### src/rtl/bus_rr_arbiter_if.sv
// Requester and bus-side signal bundle for the three-port bus arbiter.
// master is the arbiter's view; slave is the environment's view.
interface bus_rr_arbiter_if;
    logic [31:0] addr_0;
    logic [31:0] addr_1;
    logic [31:0] addr_2;
    logic [31:0] data_0;
    logic [31:0] data_1;
    logic [31:0] data_2;
    logic        we_0;
    logic        we_1;
    logic        we_2;
    logic        start_0;
    logic        start_1;
    logic        start_2;
    logic        done_0;
    logic        done_1;
    logic        done_2;
    logic [31:0] q;
    logic        err;
    logic [26:0] bus_addr;
    logic [31:0] bus_data;
    logic        bus_we;
    logic        bus_start;
    logic [31:0] bus_q;
    logic        bus_done;

    modport master (
        input  addr_0, addr_1, addr_2,
        input  data_0, data_1, data_2,
        input  we_0, we_1, we_2,
        input  start_0, start_1, start_2,
        output done_0, done_1, done_2,
        output q, err,
        output bus_addr, bus_data, bus_we, bus_start,
        input  bus_q, bus_done
    );

    modport slave (
        output addr_0, addr_1, addr_2,
        output data_0, data_1, data_2,
        output we_0, we_1, we_2,
        output start_0, start_1, start_2,
        input  done_0, done_1, done_2,
        input  q, err,
        input  bus_addr, bus_data, bus_we, bus_start,
        output bus_q, bus_done
    );
endinterface

### src/rtl/bus_rr_arbiter.sv
// Three-requester bus arbiter (instr, data, DMA) with round-robin or
// fixed priority selection and a bus-wait watchdog.
module bus_rr_arbiter #(
    parameter int TIMEOUT    = 1023,
    parameter bit FIXED_PRIO = 1'b0
) (
    input  logic clk,
    input  logic reset,
    bus_rr_arbiter_if.master io
);

    typedef enum logic {IDLE, BUSY} state_t;

    localparam bit        WD_ON = (TIMEOUT != 0);
    localparam logic [9:0] TMAX = 10'(TIMEOUT - 1);

    state_t      state;
    state_t      state_nxt;
    logic [1:0]  gnt;
    logic [1:0]  last;
    logic [1:0]  sel;
    logic [1:0]  c0;
    logic [1:0]  c1;
    logic [9:0]  cnt;
    logic [3:0]  req;
    logic        any;
    logic        busy;
    logic        hit;
    logic        fin;
    logic        grant;
    logic [26:0] addr_sel;
    logic [31:0] data_sel;
    logic        we_sel;
    logic [26:0] addr_r;
    logic [31:0] data_r;
    logic        we_r;

    function automatic logic [1:0] nxt(input logic [1:0] p);
        return (p == 2'd2) ? 2'd0 : p + 2'd1;
    endfunction

    // req[3] is a constant pad so a 2-bit pointer never indexes out of range
    assign req   = {1'b0, io.start_2, io.start_1, io.start_0};
    assign any   = |req;
    assign c0    = nxt(last);
    assign c1    = nxt(c0);
    assign busy  = (state == BUSY);
    assign grant = (state == IDLE) && any;
    assign hit   = WD_ON && busy && (cnt == TMAX) && !io.bus_done;
    assign fin   = busy && (io.bus_done || hit);

    always_comb begin
        sel = last;
        if (FIXED_PRIO) begin
            if (req[1])
                sel = 2'd1;
            else if (req[0])
                sel = 2'd0;
            else
                sel = 2'd2;
        end else begin
            if (req[c0])
                sel = c0;
            else if (req[c1])
                sel = c1;
            else
                sel = last;
        end
    end

    always_comb begin
        addr_sel = io.addr_2[26:0];
        data_sel = io.data_2;
        we_sel   = io.we_2;
        case (sel)
            2'd0: begin
                addr_sel = io.addr_0[26:0];
                data_sel = io.data_0;
                we_sel   = io.we_0;
            end
            2'd1: begin
                addr_sel = io.addr_1[26:0];
                data_sel = io.data_1;
                we_sel   = io.we_1;
            end
            default: ;
        endcase
    end

    always_ff @(posedge clk or negedge reset) begin
        if (!reset)
            state <= IDLE;
        else
            state <= state_nxt;
    end

    // BUSY always exits to IDLE, so back-to-back grants are two cycles apart
    always_comb begin
        state_nxt = state;
        unique case (state)
            IDLE: if (any) state_nxt = BUSY;
            BUSY: if (fin) state_nxt = IDLE;
        endcase
    end

    always_ff @(posedge clk or negedge reset) begin
        if (!reset) begin
            gnt    <= 2'd0;
            last   <= 2'd2;
            cnt    <= 10'd0;
            addr_r <= 27'd0;
            data_r <= 32'd0;
            we_r   <= 1'b0;
        end else if (grant) begin
            gnt    <= sel;
            last   <= sel;
            cnt    <= 10'd0;
            addr_r <= addr_sel;
            data_r <= data_sel;
            we_r   <= we_sel;
        end else if (busy) begin
            cnt <= cnt + 10'd1;
        end
    end

    assign io.bus_addr  = addr_r;
    assign io.bus_data  = data_r;
    assign io.bus_we    = we_r;
    assign io.bus_start = busy && !io.bus_done;
    assign io.done_0    = fin && (gnt == 2'd0);
    assign io.done_1    = fin && (gnt == 2'd1);
    assign io.done_2    = fin && (gnt == 2'd2);
    assign io.q         = hit ? 32'h0 : io.bus_q;
    assign io.err       = hit;

endmodule

### src/flat_wrapper.sv
// flat-port wrapper written by rule: the top's interface ports become plain ports
module bus_rr_arbiter_flat 
#(
    parameter int TIMEOUT    = 1023,
    parameter bit FIXED_PRIO = 1'b0
)
  (clk, reset, io_addr_0, io_addr_1, io_addr_2, io_data_0, io_data_1, io_data_2, io_we_0, io_we_1, io_we_2, io_start_0, io_start_1, io_start_2, io_done_0, io_done_1, io_done_2, io_q, io_err, io_bus_addr, io_bus_data, io_bus_we, io_bus_start, io_bus_q, io_bus_done);
  bus_rr_arbiter_if io_i ();
  input  logic clk;
  input  logic reset;
  input wire logic [$bits(io_i.addr_0)-1:0] io_addr_0;
  input wire logic [$bits(io_i.addr_1)-1:0] io_addr_1;
  input wire logic [$bits(io_i.addr_2)-1:0] io_addr_2;
  input wire logic [$bits(io_i.data_0)-1:0] io_data_0;
  input wire logic [$bits(io_i.data_1)-1:0] io_data_1;
  input wire logic [$bits(io_i.data_2)-1:0] io_data_2;
  input wire logic [$bits(io_i.we_0)-1:0] io_we_0;
  input wire logic [$bits(io_i.we_1)-1:0] io_we_1;
  input wire logic [$bits(io_i.we_2)-1:0] io_we_2;
  input wire logic [$bits(io_i.start_0)-1:0] io_start_0;
  input wire logic [$bits(io_i.start_1)-1:0] io_start_1;
  input wire logic [$bits(io_i.start_2)-1:0] io_start_2;
  output wire logic [$bits(io_i.done_0)-1:0] io_done_0;
  output wire logic [$bits(io_i.done_1)-1:0] io_done_1;
  output wire logic [$bits(io_i.done_2)-1:0] io_done_2;
  output wire logic [$bits(io_i.q)-1:0] io_q;
  output wire logic [$bits(io_i.err)-1:0] io_err;
  output wire logic [$bits(io_i.bus_addr)-1:0] io_bus_addr;
  output wire logic [$bits(io_i.bus_data)-1:0] io_bus_data;
  output wire logic [$bits(io_i.bus_we)-1:0] io_bus_we;
  output wire logic [$bits(io_i.bus_start)-1:0] io_bus_start;
  input wire logic [$bits(io_i.bus_q)-1:0] io_bus_q;
  input wire logic [$bits(io_i.bus_done)-1:0] io_bus_done;
  assign io_i.addr_0 = io_addr_0;
  assign io_i.addr_1 = io_addr_1;
  assign io_i.addr_2 = io_addr_2;
  assign io_i.data_0 = io_data_0;
  assign io_i.data_1 = io_data_1;
  assign io_i.data_2 = io_data_2;
  assign io_i.we_0 = io_we_0;
  assign io_i.we_1 = io_we_1;
  assign io_i.we_2 = io_we_2;
  assign io_i.start_0 = io_start_0;
  assign io_i.start_1 = io_start_1;
  assign io_i.start_2 = io_start_2;
  assign io_done_0 = io_i.done_0;
  assign io_done_1 = io_i.done_1;
  assign io_done_2 = io_i.done_2;
  assign io_q = io_i.q;
  assign io_err = io_i.err;
  assign io_bus_addr = io_i.bus_addr;
  assign io_bus_data = io_i.bus_data;
  assign io_bus_we = io_i.bus_we;
  assign io_bus_start = io_i.bus_start;
  assign io_i.bus_q = io_bus_q;
  assign io_i.bus_done = io_bus_done;
  bus_rr_arbiter #(.TIMEOUT(TIMEOUT), .FIXED_PRIO(FIXED_PRIO)) u_core (.clk(clk), .reset(reset), .io(io_i));
endmodule
### config.mk
export PLATFORM = sky130hd
export DESIGN_NAME = bus_rr_arbiter_flat
export DESIGN_NICKNAME = d
export VERILOG_FILES = /design/src/rtl/bus_rr_arbiter_if.sv /design/src/rtl/bus_rr_arbiter.sv /design/src/flat_wrapper.sv
export SDC_FILE = /design/constraint.sdc
export NUM_CORES = 1
export LEC_CHECK = 0
export BUFFER_PORTS_ARGS = -buffer_cell sky130_fd_sc_hd__buf_2
export CAP_MARGIN = 20
export CORE_AREA = 2 2 129 131
export CTS_BUF_LIST = sky130_fd_sc_hd__clkbuf_16
export DETAILED_ROUTE_END_ITERATION = 10
export DIE_AREA = 0 0 131 133
export PLACE_DENSITY = 0.65
export SLEW_MARGIN = 20
export SYNTH_ARGS = -nofsm -noshare
export SYNTH_HDL_FRONTEND = slang
export SYNTH_SLANG_ARGS = --single-unit
### constraint.sdc
create_clock -name clk -period 4 [get_ports clk]
set_input_delay 0.2 -clock clk [delete_from_list [all_inputs] [get_ports clk]]
set_output_delay 0.2 -clock clk [all_outputs]
set_load 0.01 [all_outputs]
---- After elaboration in Yosys (flattened, before gate mapping) ----
Index checks and enable logic that the tools add are counted.
cells by class
  equal/unequal tests ..................... 6
  reduce and logical (&&, ||, !) cells .... 14
  add/sub/neg operators ................... 3
  bitwise logic cells ..................... 1
  multiplexer cells ....................... 17
  order comparisons ....................... 2
operators by type and width
  kind                   count
  $pmux 32 s2            1
  $pmux 27 s2            1
  $mux 32                1
  $mux 10                2
  $add 10x1->10 const B  1
  $eq 10x10->1 const B   1
  $logic_and 1x1->1      8
  $mux 2                 4
  $eq 2x2->1 const B     3
  $lt 2x3->1 const B     2
  $add 2x1->2 const B    2
  $bmux 1 s2             2
  $eq 2x1->1 const B     2
  $logic_not 2->1        2
  $mux 1                 4
  $pmux 1 s2             2
  $reduce_or 3->1        1
  $reduce_bool 2->1      1
  $logic_not 1->1        1
  $logic_or 1x1->1       1
  $not 1->1              1
word-level totals
  output and inout port bits .............. 97
  word-level logic and storage cells ...... 50
  flip-flop bits (word level) ............. 75
  input bits .............................. 233

---- Logic depth before layout (Yosys ltp) ----
Gate-level depths: netlist of run 1.
  depth in word-level cells ............... 10
  mapped depth ............................ 7
  mapped depth without buffers ............ 5

---- Worst setup path after synthesis of run 1 ----
No wires, ideal clock.
  path type ............................... flip-flop to flip-flop
  from .................................... reg u_core.last[1]
  to ...................................... reg u_core.addr_r[0] (netlist: u_core.io.bus_addr[0])
  setup slack ............................. 2325 ps
  buffers on the path ..................... 2
  data required time ...................... 3863 ps
  stages on the path, launching flop included .. 7
  clock period less this slack ............ 1675 ps
  arrival time ............................ 1538 ps
  library setup time ...................... 137 ps
  cell sequence ........................... dfstp_2 -> nor2b_1 -> a22o_1 -> clkbuf_1 -> buf_2 -> a222oi_1 -> a21oi_1
between the ends
  word-level cells in the longest chain between the ends .. 10
  elaborated cells on any way between the ends .. 15
  those cells by class .................... 2 x add/sub; 3 x eq/ne; 9 x mux; 1 x reduce/logical
ends and longest elaborated chain
  what                                                  RTL line               text
  start: declaration                                    bus_rr_arbiter.sv:20   logic [1:0] last;
  start signal: assignment                              bus_rr_arbiter.sv:116  last <= sel;
  $add 2x1->2 / $eq 2x2->1 (equally long branches)      bus_rr_arbiter.sv:39   return (p == 2'd2) ? 2'd0 : p + 2'd1;
  $mux 2                                                bus_rr_arbiter.sv:39
  $add 2x1->2 / $eq 2x2->1 (equally long branches)      bus_rr_arbiter.sv:39
  $mux 2                                                bus_rr_arbiter.sv:39
  $bmux 1 s2                                            bus_rr_arbiter.sv:64   else if (req[c1])
  $mux 1 (not written as such)                          bus_rr_arbiter.sv:64
  $mux 2                                                bus_rr_arbiter.sv:64
  $mux 2 *                                              bus_rr_arbiter.sv:62   if (req[c0])
  $eq 2x1->1 / $logic_not 2->1 (equally long branches)  bus_rr_arbiter.sv:75   case (sel)
  $pmux 27 s2 *                                         bus_rr_arbiter.sv:75
  end signal: assignment                                bus_rr_arbiter.sv:118  addr_r <= addr_sel;
  end: declaration                                      bus_rr_arbiter.sv:34   logic [26:0] addr_r;
Mark *: on every way between the ends. The rest lies on a longest branch, timed or not. The select of a mux whose other input is x is not followed.
A chain may end at the register's enable or synchronous reset.

---- Worst setup path after layout of run 1 ----
  from .................................... reg u_core.last[1]
  to ...................................... reg u_core.we_r (netlist: u_core.io.bus_we)
between the ends
  word-level cells in the longest chain between the ends .. 10
  elaborated cells on any way between the ends .. 15
  those cells by class .................... 2 x add/sub; 3 x eq/ne; 9 x mux; 1 x reduce/logical
ends and longest elaborated chain
  what                                                  RTL line               text
  $add 2x1->2 / $eq 2x2->1 (equally long branches)      bus_rr_arbiter.sv:39
  $mux 2                                                bus_rr_arbiter.sv:39
  $add 2x1->2 / $eq 2x2->1 (equally long branches)      bus_rr_arbiter.sv:39
  $mux 2                                                bus_rr_arbiter.sv:39
  $bmux 1 s2                                            bus_rr_arbiter.sv:64
  $mux 1 (not written as such)                          bus_rr_arbiter.sv:64
  $mux 2                                                bus_rr_arbiter.sv:64
  $mux 2 *                                              bus_rr_arbiter.sv:62
  $eq 2x1->1 / $logic_not 2->1 (equally long branches)  bus_rr_arbiter.sv:75
  $pmux 1 s2 *                                          bus_rr_arbiter.sv:75
  end signal: assignment                                bus_rr_arbiter.sv:120  we_r <= we_sel;
  end: declaration                                      bus_rr_arbiter.sv:36   logic we_r;
Marked as above.

==> summary.md, run 1 <==
| Metric | Value |
|---|---|
| Number of antenna violations at the first check in global routing | 0 |
| Detailed-router iteration count before antenna repair | 10 |
| Number of hold violations in the final report | 0 |
| Number of buffers created by CTS | 9 |
| Total nets after synthesis | 630 |
| Clock latency reported for the late side of the worst-skew pair | about 0.33 ns |
| Setup slack, reg-to-reg | 1.30 ns |
| Cell area after layout | around 6000 sq um |
| CP Launch Type | flop |
| Portion of synthesized cell area occupied by the leading cell type | 47.2% |
| Asr flop ratio synth | 100% |
| Number of filler instances in the final layout | around 1600 |
| Core area | around 16000 sq um |
| TritonCTS sink count | 74 |
| CP required | 4.18 ns |
| Maximum fanout along the worst path | 41 |
| Largest voltage drop on the vdd net | roughly 240 uV |
| Max Transition Viols Final | 0 |
| Largest net degree at the start of global routing | 75 |
| Area growth, synth to finish | 51.3% |
| Number of placed cells counting well taps | 896 |
| Dpl cell area | 5510 sq um |
| Number of global-route vias before repair | 3947 |
| Final-layout setup total negative slack | 0 ns |
| Data arrival time of the critical path | 2.88 ns |
| Number of inserted diodes | 0 |
| Routed via count | about 4300 |
| Finish-stage setup viols | 0 |
| Sequential element share of the synthesized area | 47.9% |
| Combined area of the multi-input logic cells | 1770 sq um |
| Relative max-transition margin | 35.2% |
| Number of max-cap violations | 0 |
| Die X | around 130 um |
| Buffer count from post-CTS setup fixing | 0 |
| Most instantiated cells after synthesis | sky130_fd_sc_hd__dfrtp_1, sky130_fd_sc_hd__nor2_1, sky130_fd_sc_hd__a21oi_1, sky130_fd_sc_hd__a222oi_1, sky130_fd_sc_hd__nor2b_1 |
| Port bufs | 314 |
| Worst-path cell with the longest stage delay | sky130_fd_sc_hd__nand3_2 |
| Main area contributors after synthesis | sky130_fd_sc_hd__dfrtp_1, sky130_fd_sc_hd__a222oi_1, sky130_fd_sc_hd__a21oi_1 |
| Peak Freq | 370 MHz |
| Overall overflow remaining after global route | 0 |
| Type of the tightest min-delay check | input pin to asynchronous set/reset pin |
| Top cell type by total area after synthesis | sky130_fd_sc_hd__dfrtp_1 |
| Overall global routing resource usage | 14.3% |
| # resized after CTS | 0 |
| Wire length of the first global-routing pass | 19600 um |
| Ratio of cells with drive above 1 in the final layout | 49.4% |
| Total Routed Length | 12800 um |
| Post-Layout Cell Count | about 910 |
| Per-instance average area after synthesis | approximately 10 sq um |
| Clock tree from TritonCTS | done |
| Post-route minimum period | 2.70 ns |
| Post-synth EDFFs | 0 |
| Post-detailed-route DRC marker count | 0 |
| Main synth FF type | sky130_fd_sc_hd__dfrtp_1 |
| Transition time at the pin with the least slew margin | 0.971 ns |
| Kind of capture point of the worst setup path | flop |
| IO Count | 330 |
| Most numerous cell in the Yosys netlist | sky130_fd_sc_hd__dfrtp_1 |
| Worst stage delay on the critical path | between 0.7 and 0.8 ns |
| Static leakage | 2.85 nW |
| Result of the run | complete, no violations |
| Wire length per cell | ~14 um |
| Share of the clock period used by the worst path | between 60 and 70% |
| Hpwl dp | 9270 um |
| CTS max path bufs | 2 |
| Worst reg2reg endpoint | u_core.io.bus_we$_DFFE_PN0P_ |
| Path type of the worst setup path | flop to flop |
| Vias per cell | 4.70 |
| Sequence of cells on the critical path | or4_4 -> nand3_2 -> buf_4 -> a222oi_1 -> a21oi_1 |
| Mapped cell area | 3870 sq um |
| Count of warnings emitted by yosys | 0 |
| Global placement routability congestion | between 0.7 and 0.8 |
| Die footprint | approximately 17000 sq um |
| H-tree lvl count | 3 |
| Clock root buffer master | sky130_fd_sc_hd__clkbuf_16 |
| Seq cells post-synth | 74 |
| Area used by sequential logic in the layout | 1850 sq um |
| Power density over cell area | 521 nW/um^2 |
| Initial core utilization | between 20% and 30% |
| Launch point of the worst reg-to-reg path | u_core.last[1]$_DFFE_PN1P_ |
| Clock Skews | 0.00745 ns |
| NumNets Final | 922 |
| Register clock-pin slew on the reported worst setup and hold paths | about 0.06 ns |
| Height of the chip | 133 um |
| Final Util | approximately 36% |
| Cell variety after synth | 34 |
| FF-to-FF path depth | 5 |
| ANT nets after route | 0 |
| Cells after synthesis | 395 |
| DRT iter0 DRCs | ~380 |
| Setup repair after global routing missed its margin | false |
| Number of hold buffers added after CTS | 0 |
| Number of core rows | 47 |
| Final hold slack | 0.0103 ns |
[critical path, delay by kind of cell, from the launching register on]
family	cells	cell delay (ns)
AND/OR/NAND/NOR	2	0.88
buffers and inverters	1	0.53
flip-flops	1	0.59
AO/OA/AOI/OAI	2	0.53
[how the worst max path moves through the flow]
stage	startpoint	to	slack [ns]	cells past startpoint
final	u_core.last[1]$_DFFE_PN1P_	u_core.io.bus_we$_DFFE_PN0P_	1.30	5
after floorplan	u_core.last[1]$_DFFE_PN1P_	u_core.io.bus_addr[0]$_DFFE_PN0P_	2.33	6
after global placement	u_core.last[1]$_DFFE_PN1P_	u_core.io.bus_we$_DFFE_PN0P_	1.41	5
after CTS	u_core.last[1]$_DFFE_PN1P_	u_core.io.bus_we$_DFFE_PN0P_	1.38	5
after global routing	u_core.last[1]$_DFFE_PN1P_	u_core.io.bus_addr[14]$_DFFE_PN0P_	1.13	5
after detailed placement	u_core.last[1]$_DFFE_PN1P_	u_core.io.bus_addr[24]$_DFFE_PN0P_	1.39	5
[cell type report]
cell class	instances	area share, %
tap	220	4.70
inverter	2	0.128
timing repair buffer	319	27.5
sequential	74	31.6
clock inverter	7	2.01
multi-input combinational	281	30.2
clock buffer	9	3.84
[kinds of logic after synthesis]
group	Yosys count	synth area share, %
AO/OA/AOI/OAI	137	26.0
XOR/XNOR	3	0.679
adder cells (fa/ha/maj)	2	0.646
buffers and inverters	40	6.92
flip-flops	74	47.9
AND/OR/NAND/NOR	139	17.9
[power by group]
part / switching, mW / total [mW] / leakage (nW) / internal, mW
Clock: 0.325 / 0.933 / 0.159 / 0.608
Sequential: 0.128 / 1.08 / 0.856 / 0.956
Combinational: 0.583 / 1.04 / 1.83 / 0.455
[per-layer routing]
metal | wire length [um] | vias up | share of wire (%) | GRT usage [%]
met5 | 0 | - | 0 | 0
met4 | 182 | 0 | 1.4 | 5.38
met3 | 971 | 11 | 7.6 | 3.07
met2 | 6250 | 208 | 49 | 23.6
met1 | 5400 | 1971 | 42 | 18.2
li1 | - | 2098 | - | -
[through the flow]
| stage | worst slack, ns | power [mW] |
|---|---|---|
| 3_3_place_gp | 1.41 | 2.13 |
| 5_1_grt | 1.13 | 3.26 |
| 3_5_place_dp | 1.39 | 2.14 |
| 2_1_floorplan | 2.33 | 1.75 |
| 4_1_cts | 1.38 | 3.10 |
| 6_report | 1.30 | 3.05 |
[state kept, by name, indices dropped and copies added (netlist names)]
name / flops
u_core.io.bus_data: 32
u_core.io.bus_addr: 27
u_core.cnt: 10
u_core.last: 2
u_core.busy: 1
u_core.gnt: 1
u_core.io.bus_we: 1
[cells in the final DEF (no fill, tap or decap), types with 2 or more instances in the layout]
| master | n |
|---|---|
| sky130_fd_sc_hd__o21ai_0 | 10 |
| sky130_fd_sc_hd__clkbuf_16 | 9 |
| sky130_fd_sc_hd__bufinv_16 | 3 |
| sky130_fd_sc_hd__o31ai_1 | 3 |
| sky130_fd_sc_hd__a21oi_1 | 60 |
| sky130_fd_sc_hd__inv_1 | 2 |
| sky130_fd_sc_hd__xor2_1 | 2 |
| sky130_fd_sc_hd__a222oi_1 | 60 |
| sky130_fd_sc_hd__buf_4 | 6 |
| sky130_fd_sc_hd__clkinvlp_4 | 2 |
| sky130_fd_sc_hd__o211ai_1 | 2 |
| sky130_fd_sc_hd__dfrtp_1 | 73 |
| sky130_fd_sc_hd__nand3_1 | 9 |
| sky130_fd_sc_hd__buf_2 | 313 |
| sky130_fd_sc_hd__nand2_1 | 11 |
| sky130_fd_sc_hd__nor2_1 | 69 |
| sky130_fd_sc_hd__ha_1 | 2 |
| sky130_fd_sc_hd__nor2b_1 | 33 |
| sky130_fd_sc_hd__and3b_1 | 3 |
No activity file was read; power rests on OpenSTA's default activity.
==> inputs of run 2 (changes only) <==
--- a/config.mk
+++ b/config.mk
@@ -7,11 +7,11 @@
 export LEC_CHECK = 0
 export BUFFER_PORTS_ARGS = -buffer_cell sky130_fd_sc_hd__buf_2
 export CAP_MARGIN = 20
-export CORE_AREA = 2 2 129 131
+export CORE_AREA = 2 2 130 132
 export CTS_BUF_LIST = sky130_fd_sc_hd__clkbuf_16
 export DETAILED_ROUTE_END_ITERATION = 10
-export DIE_AREA = 0 0 131 133
-export PLACE_DENSITY = 0.65
+export DIE_AREA = 0 0 132 134
+export PLACE_DENSITY = 0.64
 export SLEW_MARGIN = 20
 export SYNTH_ARGS = -nofsm -noshare
 export SYNTH_HDL_FRONTEND = slang
==> constraint.sdc (replaced) <==
create_clock -name clk -period 2.65 [get_ports clk]
set_input_delay 0.1325 -clock clk [delete_from_list [all_inputs] [get_ports clk]]
set_output_delay 0.1325 -clock clk [all_outputs]
set_load 0.01 [all_outputs]
==> run 2 against run 1 <==
  * Sequential share of layout area shrank 0.16 points
  * Total power grew 51%
  * Sequential cell count is the same
  * Setup slack lost 0.80 ns
  * Fmax grew 26%
  * First-iteration DRC count shrank 7.9%
  * Largest cell class unchanged
  * Highest routed layer unchanged
==> summary.md, run 2 (synthesis results as in run 1) <==
| Metric | Value |
|---|---|
| Data arrival time of the critical path | 2.33 ns (-0.55 ns) |
| Path type of the worst setup path | flop to flop |
| Static leakage | 2.86 nW (+0.45%) |
| Tot Pwr | 4.62 mW (+51%) |
| Largest net degree at the start of global routing | 75 (unchanged) |
| Kind of capture point of the worst setup path | flop |
| Transition time at the pin with the least slew margin | 0.968 ns (-0.00339 ns) |
| Clock tree from TritonCTS | done |
| Max Transition Viols Final | 0 (unchanged) |
| NumNets Final | 924 (+0.22%) |
| Number of antenna violations at the first check in global routing | 0 (unchanged) |
| CP required | 2.83 ns (-1.35 ns) |
| Commonest non-fill, non-tap cell in the layout | sky130_fd_sc_hd__buf_2 |
| Number of max-cap violations | 0 (unchanged) |
| Commonest cells after routing, fill and taps aside | sky130_fd_sc_hd__buf_2, sky130_fd_sc_hd__dfrtp_1, sky130_fd_sc_hd__nor2_1, sky130_fd_sc_hd__a222oi_1, sky130_fd_sc_hd__a21oi_1 |
| Initial core utilization | 23.8% (-0.17 points) |
| Largest voltage drop on the vdd net | 269 uV (+11%) |
| Ratio of cells with drive above 1 in the final layout | 49.4% (about the same) |
| Peak Freq | 465 MHz (+26%) |
| CP Launch Type | flop |
| Number of buffers created by CTS | 9 (unchanged) |
| Number of global-route vias before repair | 3946 (-0.025%) |
| Clock latency reported for the late side of the worst-skew pair | 0.33 ns (about the same) |
| Die X | 132 um (+0.76%) |
| Maximum fanout along the worst path | 40 (-2.4%) |
| Global placement routability congestion | 0.746 (+0.72%) |
| Clock Skews | 0.00636 ns (-0.00109 ns) |
| Clock root buffer master | sky130_fd_sc_hd__clkbuf_16 |
| Number of flip-flops under the largest register name | 32 (unchanged) |
| Type of the tightest min-delay check | input pin to flop |
| Overall global routing resource usage | 13.7% (-0.60 points) |
| Worst-path cell with the longest stage delay | sky130_fd_sc_hd__dfstp_2 |
| Dpl cell area | 5530 sq um (+0.36%) |
| Area growth, synth to finish | 52.1% |
| Power density over cell area | 784 nW/um^2 (+50%) |
| Number of hold violations in the final report | 0 (unchanged) |
| Wire length of the first global-routing pass | 19700 um (+0.14%) |
| Buffer count from post-CTS setup fixing | 0 (unchanged) |
| Detailed-router iteration count before antenna repair | 7 (-3) |
| Cell area after layout | 5890 sq um (+0.51%) |
| Core area | 16300 sq um (+0.73%) |
| Relative max-transition margin | 35.5% (+0.30 points) |
| Die footprint | 17700 sq um (+1.5%) |
| Sequence of cells on the critical path | nor2b_1 -> a22o_2 -> buf_12 -> a222oi_1 -> a21oi_1 |
| Cell class contributing the biggest share of worst-path delay | compound AO/OA/AOI/OAI gates |
| Post-route minimum period | 2.15 ns (-0.555 ns) |
| Worst stage delay on the critical path | 0.59 ns (-0.14 ns) |
| ANT nets after route | 0 (unchanged) |
| DRT iter0 DRCs | 351 (-7.9%) |
| Number of placed cells counting well taps | 897 (+0.11%) |
| IO Count | 330 (unchanged) |
| Register clock-pin slew on the reported worst setup and hold paths | 0.06 ns (about the same) |
| H-tree lvl count | 3 (unchanged) |
| Bufs and invs on worst path | 1 (unchanged) |
| Setup repair after global routing missed its margin | false |
| Finish-stage setup viols | 0 (unchanged) |
| Hpwl dp | 9210 um (-0.70%) |
| Port bufs | 314 (unchanged) |
| TritonCTS sink count | 74 (unchanged) |
| Overall overflow remaining after global route | 0 (unchanged) |
| Number of core rows | 47 (unchanged) |
| CTS max path bufs | 2 (unchanged) |
| Routed via count | 4259 (-0.68%) |
| Number of inserted diodes | 0 (unchanged) |
| Total Routed Length | 12500 um (-2.0%) |
| Height of the chip | 134 um (+0.75%) |
| Wire length per cell | 13.7 um (-2.2%) |
| Share of the clock period used by the worst path | 81.1% (+13 points) |
| Post-detailed-route DRC marker count | 0 (unchanged) |
| Post-Layout Cell Count | 914 (+0.22%) |
| Result of the run | complete, no violations |
| Final Util | 36.1% (-0.077 points) |
| Vias per cell | 4.66 (-0.89%) |
| Final-layout setup total negative slack | 0 ns (unchanged) |
==> run 2: cell count changes in the layout (fill, tap and decap cells not counted), sizes merged <==
cell         change
buf              +1
dlygate4sd3      +1
==> run 2: routing by layer <==
layer | GRT usage [%] | vias up | share of wire [%]
met3 | 2.72 | 11 | 7.2
met5 | 0 | - | 0
met2 | 23.3 | 188 | 49
met4 | 5.25 | 0 | 1.4
li1 | - | 2104 | -
met1 | 17.2 | 1956 | 42
==> run 2: tightest hold or removal path: cells and delay by family <==
family | cells | cell delay [ns]
AOI/OAI and AO/OA | 2 | 0.18
buffers and inverters | 1 | 0.07
==> run 2: final timing paths <==
| path | from | endpoint | slack, ns | cells past startpoint |
|---|---|---|---|---|
| worst min register to register | u_core.cnt[7]$_DFFE_PN0P_ | u_core.cnt[7]$_DFFE_PN0P_ | 0.49 | 1 |
| max in group asynchronous | reset | u_core.last[0]$_DFFE_PN0P_ | 1.50 | 2 |
| worst max register to register | u_core.last[1]$_DFFE_PN1P_ | u_core.io.bus_data[11]$_DFFE_PN0P_ | 0.50 | 5 |
| min in group asynchronous | reset | u_core.io.bus_we$_DFFE_PN0P_ | 0.49 | 2 |
| worst min-delay path | io_we_1 | u_core.io.bus_we$_DFFE_PN0P_ | 0.10 | 3 |
| worst max-delay path | u_core.last[1]$_DFFE_PN1P_ | u_core.io.bus_data[11]$_DFFE_PN0P_ | 0.50 | 5 |
==> run 2: area by class of cell <==
class / count / area (sq um)
Tap cell: 220 / 275
Sequential cell: 74 / 1850
Inverter: 2 / 7.51
Multi-Input combinational cell: 281 / 1770
Fill cell: 1672 / 10400
Clock buffer: 9 / 225
Timing Repair Buffer: 321 / 1640
Clock inverter: 7 / 118
==> run 2: what timing repair did <==
action                                 CTS  global route
endpoints found under the hold margin   32             0
resized for setup                        0             0
hold buffers                             1             0
==> run 2: per-stage QoR <==
step,setup WS (ns),hold slack (ns)
finish,0.502,0.105
global route,0.430,0.106
CTS,0.428,0.0849
detailed placement,0.484,0.354
global placement,0.526,0.337
floorplan,0.975,-0.163
==> run 2: where the power goes <==
part	total [mW]	leakage [nW]	switching, mW	internal (mW)
clock	1.41	0.159	0.487	0.918
combinational	1.58	1.85	0.875	0.702
sequential	1.63	0.856	0.192	1.44
==> inputs of run 3 (changes only) <==
--- a/config.mk
+++ b/config.mk
@@ -7,11 +7,11 @@
 export LEC_CHECK = 0
 export BUFFER_PORTS_ARGS = -buffer_cell sky130_fd_sc_hd__buf_2
 export CAP_MARGIN = 20
-export CORE_AREA = 2 2 130 132
+export CORE_AREA = 2 2 129 131
 export CTS_BUF_LIST = sky130_fd_sc_hd__clkbuf_16
 export DETAILED_ROUTE_END_ITERATION = 10
-export DIE_AREA = 0 0 132 134
-export PLACE_DENSITY = 0.64
+export DIE_AREA = 0 0 131 133
+export PLACE_DENSITY = 0.67
 export SLEW_MARGIN = 20
 export SYNTH_ARGS = -nofsm -noshare
 export SYNTH_HDL_FRONTEND = slang
==> constraint.sdc (replaced) <==
create_clock -name clk -period 1.87 [get_ports clk]
set_input_delay 0.0935 -clock clk [delete_from_list [all_inputs] [get_ports clk]]
set_output_delay 0.0935 -clock clk [all_outputs]
set_load 0.01 [all_outputs]
==> run 3 against run 2 <==
  * The run now ends with negative setup slack left
  * Sequential share of layout area is 1.5 points lower
  * Die area is 1.5% lower
  * Cell count is 1.8% higher
  * Combinational power is 52% higher
  * Sequential power is 42% higher
  * Core utilization is 2.1 points higher
  * Hold slack worse by 0.040 ns
  * Non-clock buffer count is 16 higher
  * Register-to-register slack worse by 0.41 ns
  * Clock skew is 0.00062 ns lower
  * Highest routed layer unchanged
==> summary.md, run 3 (synthesis results as in run 1) <==
| Metric | Value |
|---|---|
| CP Launch Type | flop |
| Ratio of cells with drive above 1 in the final layout | 51.5% (+2.1 points) |
| Violated checks | negative setup slack |
| Relative max-transition margin | 63.9% (+28 points) |
| Post-layout worst setup margin | -0.0211 ns (-0.523 ns) |
| Core area | 16200 sq um (-0.72%) |
| Die X | 131 um (-0.76%) |
| Number of hold violations in the final report | 0 (unchanged) |
| Clock root buffer master | sky130_fd_sc_hd__clkbuf_16 |
| Peak Freq | about 530 MHz |
| Final Util | 38.2% (+2.1 points) |
| Routed via count | 4425 (+3.9%) |
| Sw frac | 33.5% (-0.12 points) |
| Vias per cell | 4.76 (+2.1%) |
| Post-route minimum period | 1.89 ns |
| IO Count | 330 (unchanged) |
| Clock latency reported for the late side of the worst-skew pair | 0.34 ns (about the same) |
| Clock Skews | 0.00574 ns (-0.000622 ns) |
| Maximum fanout along the worst path | 8 (-80%) |
| Data arrival time of the critical path | 1.80 ns (-0.53 ns) |
| CTS max path bufs | 2 (unchanged) |
| Wire length of the first global-routing pass | 21000 um (+6.6%) |
| Kind of capture point of the worst setup path | output pin |
| TritonCTS sink count | 74 (unchanged) |
| Number of core rows | 47 (unchanged) |
| Type of the tightest min-delay check | input pin to flop |
| Gate power share | 35.8% (+1.6 points) |
| Static leakage | 3.02 nW (+5.5%) |
| Global placement routability congestion | 0.789 (+5.7%) |
| Result of the run | complete, but fails checks |
| Largest voltage drop on the vdd net | 372 uV (+38%) |
| Path type of the worst setup path | flop to output pin |
| Number of buffers created by CTS | 9 (unchanged) |
| Hpwl dp | 9880 um (+7.3%) |
| DRT iter0 DRCs | 410 (+17%) |
| Area growth, synth to finish | 59.7% |
| Relative contribution of the clock network to total power | 29.7% (-0.7 points) |
| P_sw | 2.25 mW (+45%) |
| Number of inserted diodes | 0 (unchanged) |
| Finish-stage setup viols | 8 (+8) |
| Number of max-cap violations | 0 (unchanged) |
| Transition time at the pin with the least slew margin | 0.542 ns (-0.426 ns) |
| Number of placed cells counting well taps | 903 (+0.67%) |
| Post-detailed-route DRC marker count | 0 (unchanged) |
| Initial core utilization | 23.9% (+0.17 points) |
| CP required | 1.78 ns (-1.05 ns) |
| ANT nets after route | 0 (unchanged) |
| Overall overflow remaining after global route | 0 (unchanged) |
| Detailed-router iteration count before antenna repair | 8 (+1) |
| Total Routed Length | 13600 um (+8.4%) |
| Setup repair after global routing missed its margin | true |
| Number of global-route vias before repair | 4222 (+7.0%) |
| Wire length per cell | 14.6 um (+6.5%) |
| NumNets Final | 940 (+1.7%) |
| Pre-CTS setup slack | 0.0670 ns (-0.417 ns) |
| Commonest cells after routing, fill and taps aside | sky130_fd_sc_hd__buf_2, sky130_fd_sc_hd__dfrtp_1, sky130_fd_sc_hd__nor2_1, sky130_fd_sc_hd__a222oi_1, sky130_fd_sc_hd__a21oi_1 |
| Height of the chip | 133 um (-0.75%) |
| Share of the clock period used by the worst path | 101% |
| Number of flip-flops under the largest register name | 32 (unchanged) |
| Cell-internal power | 4.46 mW (+46%) |
| Clock tree from TritonCTS | done |
| Die footprint | 17400 sq um (-1.5%) |
| H-tree lvl count | 3 (unchanged) |
| Post-Layout Cell Count | 930 (+1.8%) |
| Fraction of power consumed by sequential logic | 34.5% (-0.9 points) |
| Max Transition Viols Final | 0 (unchanged) |
| Register clock-pin slew on the reported worst setup and hold paths | 0.06 ns (about the same) |
| Port bufs | 314 (unchanged) |
| Commonest non-fill, non-tap cell in the layout | sky130_fd_sc_hd__buf_2 |
| Largest net degree at the start of global routing | 123 (+64%) |
| Overall global routing resource usage | 15.3% (+1.6 points) |
| Power density over cell area | 1090 nW/um^2 (+38%) |
| Number of antenna violations at the first check in global routing | 0 (unchanged) |
## run 3: cell types whose count changed in the layout (fill, tap and decap cells not counted), moves of 2 or more
cell,before,now
sky130_fd_sc_hd__buf_12,1,9
sky130_fd_sc_hd__buf_4,6,12
sky130_fd_sc_hd__nand2_1,11,9
sky130_fd_sc_hd__nor2b_1,33,31
## run 3: cell type report
| cell class | count | area (sq um) |
|---|---|---|
| clock inverters | 7 | 119 |
| repair buffers | 337 | 1910 |
| fillers | 1596 | 9990 |
| flip-flops and latches | 74 | 1850 |
| multi-input cells | 281 | 1790 |
| inverters | 2 | 7.51 |
| well taps | 220 | 275 |
| clock buffers | 9 | 225 |
## run 3: power groups by stage
| stage | logic, mW | clock network, mW | registers, mW |
|---|---|---|---|
| 6_report | 2.40 | 1.99 | 2.32 |
| 5_1_grt | 2.66 | 2.12 | 2.37 |
| 4_1_cts | 2.42 | 2.06 | 2.32 |
| 3_5_place_dp | 2.40 | 0 | 2.34 |
| 3_3_place_gp | 2.37 | 0 | 2.33 |
| 2_1_floorplan | 1.23 | 0 | 2.51 |
## run 3: critical path: stages (launching register included)
cell,delay (ns)
sky130_fd_sc_hd__dfrtp_1,0.35
sky130_fd_sc_hd__and3_4,0.21
sky130_fd_sc_hd__nand2_4,0.07
sky130_fd_sc_hd__nor4_4,0.31
sky130_fd_sc_hd__buf_4,0.19
sky130_fd_sc_hd__clkbuf_16,0.15
sky130_fd_sc_hd__nor2b_1,0.05
sky130_fd_sc_hd__buf_2,0.14
## run 3: worst paths after layout
path | to | start | depth (start not counted) | slack [ns]
setup / recovery | io_q[23] | u_core.cnt[6]$_DFFE_PN0P_ | 7 | -0.02
hold / removal | u_core.io.bus_data[26]$_DFFE_PN0P_ | io_data_1[26] | 3 | 0.06
setup reg to reg | u_core.io.bus_addr[14]$_DFFE_PN0P_ | u_core.last[0]$_DFFE_PN0P_ | 5 | 0.09
hold reg to reg | u_core.cnt[9]$_DFFE_PN0P_ | u_core.cnt[9]$_DFFE_PN0P_ | 1 | 0.51
max in group asynchronous | u_core.last[1]$_DFFE_PN1P_ | reset | 3 | 1.08
min in group asynchronous | u_core.io.bus_addr[16]$_DFFE_PN0P_ | reset | 2 | 0.18
## run 3: layer usage
metal	vias up	GRT usage, %	part of all wire [%]
li1	2136	-	-
met1	2072	19.5	42
met2	202	25.6	49
met3	15	2.55	6.7
met4	0	5.97	1.7
met5	-	0	0
## run 3: what timing repair did
action	4_1_cts	5_1_grt
endpoints found under the setup margin	36	47
setup buffers	7	1
endpoints found under the hold margin	73	0
gates resized for setup	5	4
pin swaps	1	10
hold buffers	1	0
gates cloned	2	1
## run 3: metrics by stage
stage	power (mW)	TNS (ns)	hold slack (ns)	cell area [sq um]
4_1_cts	6.80	-0.354	0.0436	6140
5_1_grt	7.15	-2.08	0.0629	6180
2_1_floorplan	3.74	0	-0.202	3870
6_report	6.71	-0.0908	0.0647	6180
3_5_place_dp	4.74	0	-0.0425	5670
3_3_place_gp	4.70	0	-0.0405	5670
